`config.mk`:
```
export PLATFORM = sky130hd
export DESIGN_NAME = cdb_arbiter
export DESIGN_NICKNAME = d
export VERILOG_FILES = /design/src/rtl/cdb_arbiter.sv
export SDC_FILE = /design/constraint.sdc
export NUM_CORES = 1
export LEC_CHECK = 0
export ABC_AREA = 1
export BUFFER_PORTS_ARGS = -buffer_cell sky130_fd_sc_hd__buf_4
export CAP_MARGIN = 30
export CORE_ASPECT_RATIO = 0.9
export CORE_MARGIN = 3
export CORE_UTILIZATION = 40
export DETAILED_ROUTE_END_ITERATION = 12
export MAX_ROUTING_LAYER = met4
export RECOVER_POWER = 25
export REMOVE_ABC_BUFFERS = 1
export SYNTH_ARGS = -nofsm -noshare
export SYNTH_HDL_FRONTEND = slang
export SYNTH_SLANG_ARGS = --single-unit
```
`constraint.sdc`:
```
create_clock -name clk -period 5.6 [get_ports clk]
set_input_delay 1.12 -clock clk [delete_from_list [all_inputs] [get_ports clk]]
set_output_delay 1.12 -clock clk [all_outputs]
set_load 0.005 [all_outputs]
```
`src/rtl/cdb_arbiter.sv`:
```
// cdb_arbiter: shares the Common Data Bus between the functional units.
// Each FU result is parked in a 1-entry holding buffer. A round-robin
// arbiter picks one held result per cycle and drives it onto a registered
// CDB broadcast.
//
// Handshake: a result is transferred from FU i on a rising clock edge
// exactly when req_valid[i] and req_ready[i] are both high. req_ready does
// not look at req_valid, so there is no combinational loop. The CDB side
// has no back-pressure: cdb_valid is a one-cycle pulse per result.

`ifndef PHYSICAL_REG_NUM_WIDTH
`define PHYSICAL_REG_NUM_WIDTH 6
`endif

`ifndef REG_VAL_WIDTH
`define REG_VAL_WIDTH 32
`endif

module cdb_arbiter #(
   parameter int NUM_REQ    = 4,
   parameter int TAG_WIDTH  = `PHYSICAL_REG_NUM_WIDTH,
   parameter int DATA_WIDTH = `REG_VAL_WIDTH,
   parameter int SRC_WIDTH  = $clog2(NUM_REQ)
) (
   input  logic                          clk,
   input  logic                          reset,
   input  logic                          flush,
   input  logic [NUM_REQ-1:0]            req_valid,
   output logic [NUM_REQ-1:0]            req_ready,
   input  logic [NUM_REQ*TAG_WIDTH-1:0]  req_tag,
   input  logic [NUM_REQ*DATA_WIDTH-1:0] req_data,
   input  logic [NUM_REQ-1:0]            req_wr_en,
   output logic                          cdb_valid,
   output logic [TAG_WIDTH-1:0]          cdb_tag,
   output logic [DATA_WIDTH-1:0]         cdb_data,
   output logic                          cdb_wr_en,
   output logic [SRC_WIDTH-1:0]          cdb_src
);

   // Scan index carries one extra bit so rr_ptr + offset never overflows
   // before the modulo wrap is applied.
   localparam int IW = SRC_WIDTH + 1;
   localparam logic [SRC_WIDTH-1:0] LAST_IDX = SRC_WIDTH'(NUM_REQ - 1);

   // Holding buffers
   logic [NUM_REQ-1:0]                 hold_valid_q, hold_valid_d;
   logic [NUM_REQ-1:0][TAG_WIDTH-1:0]  hold_tag_q,   hold_tag_d;
   logic [NUM_REQ-1:0][DATA_WIDTH-1:0] hold_data_q,  hold_data_d;
   logic [NUM_REQ-1:0]                 hold_wr_en_q, hold_wr_en_d;

   // Round-robin pointer: the first slot to be considered this cycle
   logic [SRC_WIDTH-1:0]               rr_ptr_q, rr_ptr_d;

   // Registered broadcast
   logic                               cdb_valid_q, cdb_valid_d;
   logic [TAG_WIDTH-1:0]               cdb_tag_q,   cdb_tag_d;
   logic [DATA_WIDTH-1:0]              cdb_data_q,  cdb_data_d;
   logic                               cdb_wr_en_q, cdb_wr_en_d;
   logic [SRC_WIDTH-1:0]               cdb_src_q,   cdb_src_d;

   // Arbitration results
   logic [NUM_REQ-1:0]                 grant;
   logic                               any_grant;
   logic [SRC_WIDTH-1:0]               winner;
   logic [IW-1:0]                      scan_idx;
   logic [NUM_REQ-1:0]                 accept;

   // Round-robin pick: first held slot at or after rr_ptr, wrapping modulo NUM_REQ
   always_comb begin
      grant     = '0;
      any_grant = 1'b0;
      winner    = '0;
      scan_idx  = '0;
      for (int off = 0; off < NUM_REQ; off++) begin
         scan_idx = {1'b0, rr_ptr_q} + IW'(off);
         if (scan_idx >= IW'(NUM_REQ)) begin
            scan_idx = scan_idx - IW'(NUM_REQ);
         end
         if (!any_grant && hold_valid_q[scan_idx[SRC_WIDTH-1:0]]) begin
            any_grant                        = 1'b1;
            winner                           = scan_idx[SRC_WIDTH-1:0];
            grant[scan_idx[SRC_WIDTH-1:0]]   = 1'b1;
         end
      end
   end

   // A slot is ready when empty or being drained this cycle; nothing is
   // accepted during flush or while reset is held
   always_comb begin
      req_ready = '0;
      if (reset) begin
         req_ready = (~hold_valid_q | grant) & ~{NUM_REQ{flush}};
      end
      accept = req_valid & req_ready;
   end

   // Next state: refill/drain of hold slots and the broadcast register
   always_comb begin
      hold_valid_d = (hold_valid_q & ~grant) | accept;
      hold_tag_d   = hold_tag_q;
      hold_data_d  = hold_data_q;
      hold_wr_en_d = hold_wr_en_q;
      rr_ptr_d     = rr_ptr_q;
      cdb_valid_d  = 1'b0;
      cdb_wr_en_d  = 1'b0;
      cdb_tag_d    = cdb_tag_q;
      cdb_data_d   = cdb_data_q;
      cdb_src_d    = cdb_src_q;

      for (int i = 0; i < NUM_REQ; i++) begin
         if (accept[i]) begin
            hold_tag_d[i]   = req_tag[i*TAG_WIDTH +: TAG_WIDTH];
            hold_data_d[i]  = req_data[i*DATA_WIDTH +: DATA_WIDTH];
            hold_wr_en_d[i] = req_wr_en[i];
         end
      end

      if (flush) begin
         // Flush discards every held result and restarts the scan at slot 0
         hold_valid_d = '0;
         rr_ptr_d     = '0;
      end else if (any_grant) begin
         cdb_valid_d = 1'b1;
         cdb_tag_d   = hold_tag_q[winner];
         cdb_data_d  = hold_data_q[winner];
         cdb_src_d   = winner;
         // Physical register 0 is hard-wired and never written
         cdb_wr_en_d = hold_wr_en_q[winner] & (hold_tag_q[winner] != '0);
         rr_ptr_d    = (winner == LAST_IDX) ? '0 : winner + SRC_WIDTH'(1);
      end
   end

   // State registers with asynchronous active-low clear
   always_ff @(posedge clk or negedge reset) begin
      if (!reset) begin
         hold_valid_q <= '0;
         hold_tag_q   <= '0;
         hold_data_q  <= '0;
         hold_wr_en_q <= '0;
         rr_ptr_q     <= '0;
         cdb_valid_q  <= 1'b0;
         cdb_tag_q    <= '0;
         cdb_data_q   <= '0;
         cdb_wr_en_q  <= 1'b0;
         cdb_src_q    <= '0;
      end else begin
         hold_valid_q <= hold_valid_d;
         hold_tag_q   <= hold_tag_d;
         hold_data_q  <= hold_data_d;
         hold_wr_en_q <= hold_wr_en_d;
         rr_ptr_q     <= rr_ptr_d;
         cdb_valid_q  <= cdb_valid_d;
         cdb_tag_q    <= cdb_tag_d;
         cdb_data_q   <= cdb_data_d;
         cdb_wr_en_q  <= cdb_wr_en_d;
         cdb_src_q    <= cdb_src_d;
      end
   end

   assign cdb_valid = cdb_valid_q;
   assign cdb_tag   = cdb_tag_q;
   assign cdb_data  = cdb_data_q;
   assign cdb_wr_en = cdb_wr_en_q;
   assign cdb_src   = cdb_src_q;

endmodule

```
==> impl_metrics.ini <==
[power_and_ir_drop]
power_frac_clock_pct = 23.9
p_sw_share_pct = 40.73
ir_drop_mv = 0.2709
p_seq_share_pct = 34.5
finalPower_mw = 6.202
power.density_nw_per_um2 = 527.8
p_switching_mw = 2.526
cellLeakagePower_nw = 6.159
combPwrFrac_pct = 41.6
p_int_mw = 3.676

[run]
maxCapViolCount = 0

[worst_setup_path]
critPathArrivalTime_ps = 3330
cp_max_fo = 22
cp-end-kind = primary output
worstSetupPathType = register to primary output
rrSetupSlack_ps = 1660
crit_chain = inv_2 > ha_1 > inv_1 > nand3_1 > nand2_2 > nand3_4 > nor2_4 > nand2_1 > o2111ai_1 > nand2_1 > nor2_4 > buf_4
cp-start-kind = register
crit_slowest_cell = nor2_4
cpPeakStageDelay_ps = 550
crit_start = rr_ptr_q[0]
critPathRequiredTime_ps = 4480
r2r_start = rr_ptr_q[0]

[clock_tree]
cts_sinks = 204
cts_tree = done
post_cts_buffers = 0
cts_htree_levels = 1
ctsHoldBuffers = 0
clock_path_buffers = 3
clk_latency_ps = 510
root_buffer = clkbuf_16
path_clk_slew_ps = 60
numCtsBuffers = 23
ctsResizeCount = 0

[global_routing]
grt_pass1_wl_um = 41390
grt_antenna_before_repair = 0
globalRoute.totalOverflow = 0
grt_max_degree = 80
first_global_vias = 7688
grtUsageTotal_pct = 20.96

[die]
start_util_pct = 41.05
die_w_um = 166.9
fp-row-count = 52
dieArea_um2 = 25170
die_h_um = 150.8
ios = 209
core_area_um2 = 22710

[status]
status = finished clean

[sta]
period_needed_ps = 4454
setup_viol = 0
tns_ps = 0
worst_pin_slew_ps = 951.0
hold_viol = 0
slew_headroom_pct = 36.60
fmax_mhz = 224.5
skew_ps = 10.70
rsz0062_at_grt = false
period_share_pct = 79.54
slew_violations = 0

[place]
io_buffers = 208
gp_congestion = 0.8714
dp_hpwl_um = 16800

[logic_synthesis]
synth_top_cell_by_area = dfrtp_1
synth_edf_count = 0
syn_inst = 1120
synth_seq_area_share_pct = 54.77
avgSynthCellArea_um2 = 8.322
async_reset_ff_share_pct = 100.0
synth_area_leaders = dfrtp_1 (55%), nand2_1 (11%), o21ai_0 (7.9%), inv_1 (5.8%), nand3_1 (4.0%)
yosysWarnings = 0
syn-cell-area_um2 = 9320
synth_top_area_share_pct = 54.77
ys_types = 35
synth.ff_latch_count = 204
synth_ff_type = dfrtp_1

[layout]
final_cell_mix = nand2_1 (263), buf_4 (212), dfrtp_1 (204), o21ai_0 (147), inv_1 (143)
nNetsFinal = 1461
area_growth_pct = 26.10
drive_above_1_share_pct = 21.12
multi_input_area_um2 = 3347
layout_commonest_cell = nand2_1
utilization_pct = 51.76
regArea_um2 = 5105
n_antenna_cell = 0
fillCellCount = 2210

[drt]
routed_via_density = 4.969
drtIter0Drc = 582
drt-total-wl_um = 26240
ant_nets = 0
vias = 7971
drc = 0
drtPass1Iterations = 4
wl_per_cell_um = 16.36

[worst_hold_path]
worst_hold_path_type = register to register
min_from = hold_data_q[83]
## worst max-delay path: cells and delay by family, from the launching register on
| family | cells | cell delay, ps |
|---|---|---|
| flops | 1 | 500 |
| fa+ha+maj | 1 | 370 |
| compound gates | 1 | 120 |
| simple gates | 7 | 1320 |
| buf+inv | 3 | 500 |
## registers in the layout, indices dropped and copies added (netlist names)
register and flops:
hold_data_q 128, cdb_data 32, hold_tag_q 24, cdb_tag 6
hold_valid_q 4, hold_wr_en_q 4, cdb_src 2, rr_ptr_q 2
cdb_valid 1, cdb_wr_en 1
## metrics by stage
step | hold WS [ps] | area (µm²) | instances | setup WS (ps)
after floorplan | 436.7 | 8979 | 1053 | 1838
after global placement | 451.1 | 10990 | 1563 | 1742
after detailed placement | 453.7 | 11010 | 1564 | 1685
after CTS | 468.1 | 11750 | 1604 | 1168
after global routing | 480.8 | 11750 | 1604 | 912.5
final | 467.8 | 11750 | 1604 | 1146
## synth_stat cells (2+ instances only)
library cell / count
inv_2: 3
inv_1: 143
a31oi_1: 12
nand2_1: 264
dfrtp_1: 204
nor2_1: 73
o22ai_1: 2
clkinv_1: 2
nor2_2: 3
nand4_1: 3
nand2_2: 6
buf_2: 26
clkbuf_1: 28
a21oi_1: 42
buf_4: 5
nand3_1: 74
buf_6: 5
o221ai_1: 20
o21ai_0: 147
o21ai_1: 32
buf_1: 2
nand3_2: 6
ha_1: 6
## area by class of cell
cell class / instances / share of cell area (%)
Clock buffer: 33 / 5.813
Clock inverter: 7 / 0.5430
Inverter: 149 / 4.780
Multi-Input combinational cell: 700 / 28.48
Sequential cell: 204 / 43.44
Tap cell: 297 / 3.162
Timing Repair Buffer: 214 / 13.79
## cell families (layout without fill, tap and decap cells)
kind of cell / after synthesis / count (layout) / synth area share (%)
fa+ha+maj: 6 / 6 / 0.8055
simple gates: 433 / 433 / 19.44
flops: 204 / 204 / 54.77
compound gates: 261 / 261 / 15.29
buf+inv: 216 / 403 / 9.693
## routing by layer
metal / global-route usage, % / share of wire [%] / vias up
met4: 4.907 / 2.3 / 0
li1: - / - / 3946
met5: - / 0 / -
met3: 3.680 / 7.3 / 41
met1: 30.90 / 47 / 3693
met2: 30.45 / 43 / 291
## path summary, 6_finish.rpt
path	to	cells after the start
setup / recovery	req_ready[2]	12
hold / removal	hold_data_q[83]	2
setup reg to reg	cdb_wr_en	16
hold reg to reg	hold_data_q[83]	2
max in group asynchronous	cdb_data[11]	2
min in group asynchronous	hold_valid_q[0]	1
## power groups by stage
stage	Combinational, mW	Clock [mW]	Sequential, mW
2_1_floorplan	1.61	0	2.10
3_3_place_gp	2.55	0	2.16
3_5_place_dp	2.61	0	2.15
4_1_cts	2.62	1.51	2.14
5_1_grt	2.94	1.57	2.18
6_report	2.58	1.48	2.14
No activity file was read; power rests on OpenSTA's default activity.
